==> src/rtl/fault_recovery_ctrl.sv <==
// Supervisory sequencer for the power stage: detector reset, soft-start, derating,
// fault cooldown/retry and lockout after repeated consecutive failures.
module fault_recovery_ctrl #(
  parameter int RST_CYCLES       = 4,
  parameter int RAMP_STEP        = 32,
  parameter int RAMP_STEP_CYCLES = 8,
  parameter int DUTY_MAX         = 255,
  parameter int COOLDOWN_CYCLES  = 64,
  parameter int MAX_RETRIES      = 3,
  parameter int STABLE_CYCLES    = 256
) (
  input  logic       clk,
  input  logic       rst,
  input  logic       start,
  input  logic       clear_lockout,
  input  logic       det_warning,
  input  logic       det_fault,
  input  logic       det_shutdown,
  output logic       det_rstn,
  output logic       pwr_en,
  output logic [7:0] duty,
  output logic [2:0] retry_cnt,
  output logic       lockout,
  output logic [2:0] state
);

  typedef enum logic [2:0] {
    IDLE      = 3'd0,
    DET_RESET = 3'd1,
    SOFTSTART = 3'd2,
    RUN       = 3'd3,
    COOLDOWN  = 3'd4,
    LOCKOUT   = 3'd5
  } state_t;

  localparam int CNT_TOP = (RST_CYCLES > RAMP_STEP_CYCLES) ?
                           ((RST_CYCLES > COOLDOWN_CYCLES) ? RST_CYCLES : COOLDOWN_CYCLES) :
                           ((RAMP_STEP_CYCLES > COOLDOWN_CYCLES) ? RAMP_STEP_CYCLES : COOLDOWN_CYCLES);
  localparam int CNT_W   = $clog2(CNT_TOP + 1);
  localparam int STB_W   = $clog2(STABLE_CYCLES + 1);

  state_t           state_q, state_nx;
  logic [CNT_W-1:0] cnt_q, cnt_nx;
  logic [STB_W-1:0] stable_q, stable_nx;
  logic [7:0]       duty_nx;
  logic [2:0]       retry_nx;
  logic [8:0]       ramp_sum;
  logic             fail;
  logic             active_nx;

  assign state = state_q;
  assign fail  = det_fault | det_shutdown;

  // NOTE: every signal written below gets a default first, so no path can leave it unassigned (no latches).
  always_comb begin
    state_nx  = state_q;
    cnt_nx    = cnt_q;
    stable_nx = '0;
    duty_nx   = duty;
    retry_nx  = retry_cnt;
    ramp_sum  = {1'b0, duty} + 9'(RAMP_STEP);

    unique case (state_q)
      IDLE: begin
        if (start) begin
          state_nx = DET_RESET;
          cnt_nx   = '0;
        end
      end
      DET_RESET: begin
        if (!start) begin
          state_nx = IDLE;
        end else if (cnt_q == CNT_W'(RST_CYCLES - 1)) begin
          state_nx = SOFTSTART;
          cnt_nx   = '0;
          duty_nx  = '0;
        end else begin
          cnt_nx = cnt_q + 1'b1;
        end
      end
      SOFTSTART, RUN: begin
        if (fail) begin
          state_nx = COOLDOWN;
          cnt_nx   = '0;
          retry_nx = (retry_cnt == 3'd7) ? 3'd7 : retry_cnt + 3'd1;
        end else if (!start) begin
          state_nx = IDLE;
        end else if (state_q == RUN || duty == 8'(DUTY_MAX)) begin
          state_nx = RUN;
          duty_nx  = det_warning ? 8'(DUTY_MAX >> 1) : 8'(DUTY_MAX);
          if (state_q == RUN) begin
            stable_nx = (stable_q == STB_W'(STABLE_CYCLES)) ? stable_q : stable_q + 1'b1;
            if (stable_nx == STB_W'(STABLE_CYCLES)) retry_nx = '0;
          end
        end else if (!det_warning) begin
          if (cnt_q == CNT_W'(RAMP_STEP_CYCLES - 1)) begin
            cnt_nx  = '0;
            // Sum is 9 bits wide so a step past full scale clamps instead of wrapping.
            duty_nx = (ramp_sum > 9'(DUTY_MAX)) ? 8'(DUTY_MAX) : ramp_sum[7:0];
          end else begin
            cnt_nx = cnt_q + 1'b1;
          end
        end
      end
      COOLDOWN: begin
        // Lockout takes precedence over a dropped start so an exhausted retry budget always latches.
        if (retry_cnt > 3'(MAX_RETRIES)) begin
          state_nx = LOCKOUT;
        end else if (!start) begin
          state_nx = IDLE;
        end else if (cnt_q == CNT_W'(COOLDOWN_CYCLES - 1)) begin
          state_nx = DET_RESET;
          cnt_nx   = '0;
        end else begin
          cnt_nx = cnt_q + 1'b1;
        end
      end
      LOCKOUT: begin
        if (clear_lockout) begin
          state_nx = IDLE;
          retry_nx = '0;
        end
      end
      default: state_nx = IDLE;
    endcase

    active_nx = (state_nx == SOFTSTART) || (state_nx == RUN);
    if (!active_nx) duty_nx = '0;
  end

  // NOTE: sequential state uses non-blocking assignments so all registers update together on the edge.
  always_ff @(posedge clk) begin
    if (rst) begin
      state_q   <= IDLE;
      cnt_q     <= '0;
      stable_q  <= '0;
      duty      <= '0;
      retry_cnt <= '0;
      det_rstn  <= 1'b0;
      pwr_en    <= 1'b0;
      lockout   <= 1'b0;
    end else begin
      state_q   <= state_nx;
      cnt_q     <= cnt_nx;
      stable_q  <= stable_nx;
      duty      <= duty_nx;
      retry_cnt <= retry_nx;
      det_rstn  <= active_nx;
      pwr_en    <= active_nx;
      lockout   <= (state_nx == LOCKOUT);
    end
  end

endmodule

==> config.mk <==
export PLATFORM = sky130hd
export DESIGN_NAME = fault_recovery_ctrl
export DESIGN_NICKNAME = d
export VERILOG_FILES = /design/src/rtl/fault_recovery_ctrl.sv
export SDC_FILE = /design/constraint.sdc
export NUM_CORES = 1
export LEC_CHECK = 0
export ABC_AREA = 0
export CORE_UTILIZATION = 35
export CTS_BUF_LIST = sky130_fd_sc_hd__clkbuf_8
export CTS_CLUSTER_SIZE = 10
export DETAILED_ROUTE_END_ITERATION = 16
export GPL_TIMING_DRIVEN = 0
export PLACE_DENSITY = 0.65
export SLEW_MARGIN = 20
export SYNTH_ARGS = -nofsm -noshare
export SYNTH_HDL_FRONTEND = slang
export SYNTH_SLANG_ARGS = --single-unit
==> constraint.sdc <==
create_clock -name clk -period 2.7 [get_ports clk]
set_input_delay 0.54 -clock clk [delete_from_list [all_inputs] [get_ports clk]]
set_output_delay 0.54 -clock clk [all_outputs]
set_load 0.05 [all_outputs]
; Yosys cells after proc, flatten, opt, wreduce, memory -nomap -nowiden
; Cells that the tools add are included.
[totals]
regBits = 32
latchBits = 0
ram_bits = 0
mem_bits_ro = 0
inputBits = 7
word_cells = 104
n_memories = 0
[op_classes]
add_sub_neg = 4
mul = 0
n_div = 0
order_cmp = 2
n_eq_ne = 31
shifts = 0
mux = 42
bitwise = 6
reduce_logical = 12
[op_table]
columns = op, count
row1 = $mux W7, 11
row2 = $mux W8, 9
row3 = $mux W3, 17
row4 = $pmux W7 S4, 1
row5 = $ne A3 B3 Y1 const B, 8
row6 = $eq A9 B9 Y1 const B, 2
row7 = $ne A2 B2 Y1 const B, 8
row8 = $pmux W8 S2, 1
row9 = $pmux W3 S5, 1
row10 = $eq A3 B2 Y1 const B, 4
row11 = $eq A3 B3 Y1 const B, 4
row12 = $add A8 B6 Y9 const B, 1
row13 = $add A9 B1 Y9 const B, 1
row14 = $gt A9 B8 Y1 const B, 1
row15 = $mux W9, 1
row16 = $eq A8 B8 Y1 const B, 1
row17 = $reduce_and A8 Y1, 1
row18 = $add A7 B1 Y7 const B, 1
row19 = $eq A7 B2 Y1 const B, 1
row20 = $eq A7 B3 Y1 const B, 1
row21 = $eq A7 B6 Y1 const B, 1
row22 = $reduce_and A7 Y1, 1
row23 = $pmux W3 S2, 1
row24 = $reduce_and A6 Y1, 1
row25 = other kinds (11), 18

; Logic depth before layout (Yosys ltp)
; Gate-level depths: netlist of run 1.
[depth]
ltp_word = 10
mapped_depth = 8
mapped_depth_nobuf = 8

; Least setup slack after synthesis of run 1
; OpenSTA, ideal clock, no wires.
[synth_timing]
kind = register -> register
start = register state_q[1], in the netlist state[1]
end = register cnt_q[6]
setup_ns = 0.132
arrival_ns = 2.133
t_required_ns = 2.568
setup_slack_ns = 0.435
stages_incl_launch_ff = 9
path_cell_list = dfxtp_1 > clkbuf_1 > nor4b_2 > o21ai_0 > o21ai_0 > clkbuf_1 > inv_1 > a31oi_1 > a21oi_1
[synth_between]
elab_chain_cells = 4
[synth_lines]
columns = item, line_no
row1 = from (decl), 42  ; state_t state_q, state_nx;
row2 = from (signal assigned), 143  ; state_q <= state_nx;
row3 = $eq A3 B2 Y1 (on tied branches), "63, 88"
row4 = $reduce_or A2 Y1 or $logic_or A1 B1 Y1 (tied branches), "63, 88"
row5 = $ne A3 B3 Y1 (no line) or $reduce_bool A4 Y1 (tied branches), n/a
row6 = $reduce_and A8 Y1 (no line), n/a
row7 = to (signal assigned), 144  ; cnt_q <= cnt_nx;
row8 = to (decl), 43  ; logic [CNT_W-1:0] cnt_q, cnt_nx;
; Several ways; a longest one is shown, not always the timed one.
; A chain may end at the register's enable or synchronous reset.

; Worst setup path after layout of run 1
[layout_timing]
start = input det_shutdown
end = register retry_cnt[1]
[layout_between]
elab_chain_cells = 3
[layout_lines]
columns = item, line_no
row1 = from (decl), 18  ; input logic det_shutdown,
row2 = $or A1 B1 Y1 *, 52  ; assign fail = det_fault | det_shutdown;
row3 = $ne A3 B3 Y1 (no line) or $mux W3 (tied branches), n/a
row4 = $reduce_and A6 Y1 (no line) or $pmux W3 S2 (tied branches), n/a
row5 = to (signal assigned), 147  ; retry_cnt <= retry_nx;
row6 = to (decl), 22  ; output logic [2:0] retry_cnt,
; Mark *: on every way between the ends. The rest lies on a longest branch, timed or not.

==> metrics.cfg, run 1 <==
[status]
status = finished clean

[global_route]
antenna_found_initial = 0
track_usage_pct = 16.70
overflow = 0
grt_pass1_wl_um = 7155
grt_max_degree = 17
grt_pass1_vias = 1540

[clock_network]
post_cts_buffers = 0
clk_latency_ps = 280
cts_num_sinks = 28
hold_buffers = 0
cts_tree = built
cts_made_buffers = 3
h-tree-depth = 1
clk_pin_slew_ps = 100
clockBufferDepth = 2
cts_root_buf = clkbuf_8

[finish]
layout-drive-gt1-share_pct = 7.605
area_growth_pct = 21.56
n_antenna_cell = 0
nFillCells = 509
seqCellArea_um2 = 560.5
layout.nets = 277
multiInputGateArea_um2 = 1162
fin_util_pct = 45.54

[drt]
drc = 0
totalWireLength_um = 4300
ant_nets = 0
routedWlPerCell_um = 13.03
viasPerCell = 5.373
detail_route.iter0.violations = 70
vias = 1773
drt_pre_antenna_iters = 5

[critical_path]
critical-path-top-delay-family = compound AO/OA/AOI/OAI gates
cp-start-kind = input port
endpoint_kind = register
cp.buffers_inverters = 1
slowest_stage = clkdlybuf4s50_1
cp_data_required_time_ps = 2920
cp_cell_sequence = clkdlybuf4s50_1 -> nor2_1 -> o21ai_1 -> a311o_1 -> o311ai_0 -> or4_1 -> a21oi_1
path_max_fanout = 5
timing.reg2reg.setup_slack_ps = 280
critical_path_class = input port to register
cp_slowest_stage_delay_ps = 570
crit_arrival_ps = 2690

[sta]
fin_crit_sh_pct = 91.38
tightestPinTransition_ps = 649.7
layout_min_cycle_time_ps = 2467
fin_skew_ps = 6.564
slew_violations = 0
hold_viol = 0
rsz0062_at_grt = no
max_freq_mhz = 405.3
setup_viol = 0
slew_headroom_pct = 56.14
finalWorstSetupSlack_ps = 232.7

[min_path]
hold_path.class = register to register

[synthesis]
synthXorXnorAreaFrac_pct = 3.354
syn_inst = 236
synth_cell_types = 51
synth_top_family_by_area = simple AND/OR/NAND/NOR gates
ys_seq_elements = 28
post-synth-top-area-cell = dfxtp_1
synthTopCellsByCount = 28 x dfxtp_1, 25 x nand2_1, 21 x a21oi_1
synth_seq_area_share_pct = 30.66
avgSynthCellArea_um2 = 7.746
synth_simple_gate_area_share_pct = 27.04
synth.area.mux_share_pct = 2.533
synth_compound_area_share_pct = 26.08
synth_edf_count = 0
syn_area_um2 = 1828
synth_warnings = 0
synth_top_area_share_pct = 30.66
synth_ff_type = dfxtp_1
synth_async_sr_flop_share_pct = 0
post-synth-top-count-cell = dfxtp_1
synth_adder_area_share_pct = 4.107
synth_nets = 249
synth_area_leaders = dfxtp_1 31%, a21oi_1 5.7%, o21ai_0 5.2%, nand2_1 5.1%, ha_1 4.1%

[floorplan]
die_area_um2 = 5516
core_um2 = 4880
die_w_um = 74.27
num_rows = 25
die_h_um = 74.27
ios = 24
initial_core_util_pct = 37.46

[placement]
post-place-ws_ps = -45.33
place.gp.congestion = 0.8770
dp.final_hpwl_um = 3165
port_buffers = 23

[pwr]
irDropWorstVdd_uv = 147.2
pwr-share-clk_pct = 41.0
leakage_nw = 0.7736
internal_power_w = 0.0006389
p_per_area_nw_per_um2 = 370.4
swShare_pct = 22.38
p_sw_w = 0.0001842
comb_power_share_pct = 8.1
power_w = 0.0008231
p_seq_share_pct = 50.8

[run]
drv_cap = 0

metrics by stage:
| step | hold WS, ps | TNS [ps] | instance area, um2 | instances |
|---|---|---|---|---|
| floorplan | 449.2 | 0 | 1828 | 236 |
| global placement | 462.3 | -200.0 | 2142 | 326 |
| detailed placement | 470.8 | -75.02 | 2142 | 326 |
| CTS | 484.7 | 0 | 2213 | 330 |
| global route | 500.5 | 0 | 2222 | 330 |
| finish | 480.4 | 0 | 2222 | 330 |
cells by family after synthesis:
logic type / count (synthesis)
and+or+nand+nor: 91
adders and majority gates: 6
buffers and inverters: 25
AOI/OAI and AO/OA: 75
muxes: 4
DFF: 28
xor gates and xnor gates: 7
layout by cell type, fill, tap and decap left out, types with 4 or more instances in the layout:
| master | Yosys | layout |
|---|---|---|
| and3_1 | 4 | 4 |
| a21oi_1 | 21 | 21 |
| nand3_1 | 11 | 11 |
| a31oi_1 | 7 | 7 |
| xnor2_1 | 6 | 6 |
| buf_4 | 5 | 5 |
| o21ai_0 | 19 | 19 |
| nor3_1 | 4 | 4 |
| clkdlybuf4s50_1 | 0 | 23 |
| inv_1 | 12 | 12 |
| nor2_1 | 19 | 19 |
| ha_1 | 6 | 6 |
| nand2b_1 | 5 | 5 |
| nand2_1 | 25 | 25 |
| clkbuf_1 | 7 | 7 |
| or3_1 | 5 | 5 |
| dfxtp_1 | 28 | 28 |
routing by layer:
| metal | part of all wire (%) | routed length (um) | GRT usage, % |
|---|---|---|---|
| met3 | 4.3 | 187 | 1.762 |
| met2 | 42 | 1811 | 24.75 |
| met4 | 1.5 | 65 | 6.080 |
| met1 | 52 | 2235 | 24.90 |
| met5 | 0 | 0 | 0 |
repair_timing:
action | CTS | global route
endpoints found under the hold margin | 0 | 0
endpoints found under the setup margin | 0 | 2
gates resized for setup | 0 | 1
state kept, by name, summed over array words and instances (netlist names):
register	flops
state	3
lockout	1
retry_cnt	3
pwr_en	1
cnt_q	7
duty	4
stable_q	9
power by group through the flow:
stage / combinational (W) / clock (W) / sequential [W]
after global routing: 0.0000743 / 0.000361 / 0.000419
after floorplan: 0.0000371 / 0 / 0.000431
after detailed placement: 0.0000652 / 0 / 0.000428
after CTS: 0.0000658 / 0.000346 / 0.000418
final: 0.0000669 / 0.000338 / 0.000418
after global placement: 0.0000652 / 0 / 0.000428
final timing paths:
check	start	endpoint	depth (start not counted)
setup / recovery	det_shutdown	retry_cnt[1]$_SDFFE_PP0P_	7
hold / removal	cnt_q[1]$_SDFFE_PP0P_	cnt_q[1]$_SDFFE_PP0P_	2
setup reg to reg	stable_q[1]$_SDFF_PP0_	retry_cnt[1]$_SDFFE_PP0P_	8
hold reg to reg	cnt_q[1]$_SDFFE_PP0P_	cnt_q[1]$_SDFFE_PP0P_	2
worst min-delay path: cells and delay by family, from the launching register on:
kind / cells / cell delay [ps]
simple gates: 1 / 60
flops: 1 / 340
compound gates: 1 / 50
layout make-up:
class / instances / area share (%)
inverter: 12 / 2.027
clock inverter: 1 / 1.351
clock buffer: 3 / 1.858
multi-input combinational: 183 / 52.31
buffer: 13 / 3.097
tap: 67 / 3.773
timing repair buffer: 23 / 10.36
sequential: 28 / 25.23
No activity file was read; power rests on OpenSTA's default activity.
==> run 2: changes to the inputs <==
- SKIP_CTS_REPAIR_TIMING: not set -> 1
==> results of run 2 <==
The final DEF is identical to that of run 1; final timing and power are the same.
==> run 3: changes to the inputs <==
- PLACE_DENSITY: 0.65 -> not set
==> run 3 against run 2 <==
Combinational power increased by 1%. Setup slack got worse by 39 ps. Clock-buffer cell count unchanged. Routed wire length increased by 3.6%. Sequential share of layout area about the same. Via count increased by 2.4%. Critical path depth unchanged. Global-route usage increased by 1.4 points. Utilization about the same. Non-clock buffer count unchanged. Clock skew increased by 2.9 ps. Power increased by 0.38%.
==> metrics.cfg, run 3 (same netlist as run 1, synthesis figures left out) <==
[clock_network]
clk_pin_slew_ps = 100
cts_num_sinks = 28
cts_root_buf = clkbuf_8
cts_tree = built
clk_latency_ps = 280
cts_made_buffers = 3
clockBufferDepth = 2
h-tree-depth = 1

[floorplan]
initial_core_util_pct = 37.46
die_area_um2 = 5516
core_um2 = 4880
die_w_um = 74.27
die_h_um = 74.27
num_rows = 25
ios = 24

[sta]
slew_violations = 0
tightestPinTransition_ps = 648.5
fin_crit_sh_pct = 92.83
slew_headroom_pct = 56.22
fin_skew_ps = 9.432
hold_viol = 0
layout_min_cycle_time_ps = 2506
rsz0062_at_grt = no
max_freq_mhz = 399.0
setup_viol = 0

[pwr]
irDropWorstVdd_uv = 432.3
p_sw_w = 0.0001871
p_seq_share_pct = 50.6
p_per_area_nw_per_um2 = 371.6
swShare_pct = 22.64
power_w = 0.0008263
internal_power_w = 0.0006392
comb_power_share_pct = 8.2
leakage_nw = 0.7768
pwr-share-clk_pct = 41.2

[critical_path]
crit_arrival_ps = 2720
cp_slowest_stage_delay_ps = 570
endpoint_kind = register
cp_data_required_time_ps = 2910
cp-start-kind = input port
path_max_fanout = 5
slowest_stage = clkdlybuf4s50_1
critical_path_class = input port to register
cp_cell_sequence = clkdlybuf4s50_1 -> nor2_1 -> o21ai_1 -> a311o_1 -> o311ai_0 -> or4_1 -> a21oi_1

[finish]
instances_no_fill = 330
n_antenna_cell = 0
final_common_cell = dfxtp_1
final_area_um2 = 2223
largest_reg_flops = 9
area_growth_pct = 21.63
nFillCells = 513
layout-drive-gt1-share_pct = 7.985
seqCellArea_um2 = 560.5
top_regs = stable_q (9), cnt_q (7), duty (4)
layout.nets = 277
regMostFlops = stable_q
multiInputGateArea_um2 = 1162
fin_util_pct = 45.56
layout_common_cells = 28 x dfxtp_1, 25 x nand2_1, 23 x clkdlybuf4s50_1

[drt]
detail_route.iter0.violations = 139
routedWlPerCell_um = 13.50
drt_pre_antenna_iters = 5
totalWireLength_um = 4454
ant_nets = 0
vias = 1816
viasPerCell = 5.503
drc = 0

[global_route]
antenna_found_initial = 0
overflow = 0
grt_pass1_wl_um = 7714
track_usage_pct = 18.05
grt_pass1_vias = 1700
grt_max_degree = 17

[placement]
place_area_um2 = 2142
dp_cells = 326
dp.final_hpwl_um = 3360
port_buffers = 23
place.gp.congestion = 0.8208

[status]
status = finished clean

[run]
drv_cap = 0

[min_path]
hold_path.class = register to register

[run 3: cell counts in the layout (fill, tap and decap cells not counted)]
No cell type changed its count.
[run 3: area by class of cell]
cell class | count | area share, %
clock buffers | 3 | 1.857
flip-flops and latches | 28 | 25.21
well taps | 67 | 3.770
multi-input cells | 183 | 52.28
repair buffers | 23 | 10.35
clock inverters | 1 | 1.351
plain buffers | 13 | 3.151
inverters | 12 | 2.026
[run 3: worst paths after layout]
path                           from                         to  slack [ps]  cells after the start
min reg2reg   cnt_q[1]$_SDFFE_PP0P_      cnt_q[1]$_SDFFE_PP0P_         490                      2
max reg2reg  stable_q[0]$_SDFF_PP0_  retry_cnt[1]$_SDFFE_PP0P_         310                      8
min           cnt_q[1]$_SDFFE_PP0P_      cnt_q[1]$_SDFFE_PP0P_         490                      2
max                    det_shutdown  retry_cnt[1]$_SDFFE_PP0P_         190                      7
[run 3: critical path: cells and delay by family]
kind            cells  cell delay (ps)
simple gates        2              670
buf+inv             1              570
compound gates      4              950
[run 3: layer usage]
metal / vias up / wire (um) / global-route usage [%]
met5: - / 0 / 0
met1: 839 / 2185 / 25.16
met3: 8 / 267 / 2.981
met4: 0 / 74 / 4.822
met2: 60 / 1926 / 28.89
li1: 909 / - / -
[run 3: metrics by stage]
step	TNS [ps]	hold WS, ps	setup WS (ps)
floorplan	0	449.2	435.1
global placement	-471.4	463.8	-186.4
detailed placement	-404.5	477.5	-150.9
CTS	0	495.6	80.15
global route	0	530.2	41.41
finish	0	492.6	193.5
[run 3: power groups by stage]
stage / registers [W] / clock network, W / logic, W
final: 0.000418 / 0.000340 / 0.0000678
after detailed placement: 0.000428 / 0 / 0.0000660
after CTS: 0.000418 / 0.000350 / 0.0000662
after floorplan: 0.000431 / 0 / 0.0000371
after global placement: 0.000428 / 0 / 0.0000656
after global routing: 0.000419 / 0.000366 / 0.0000767
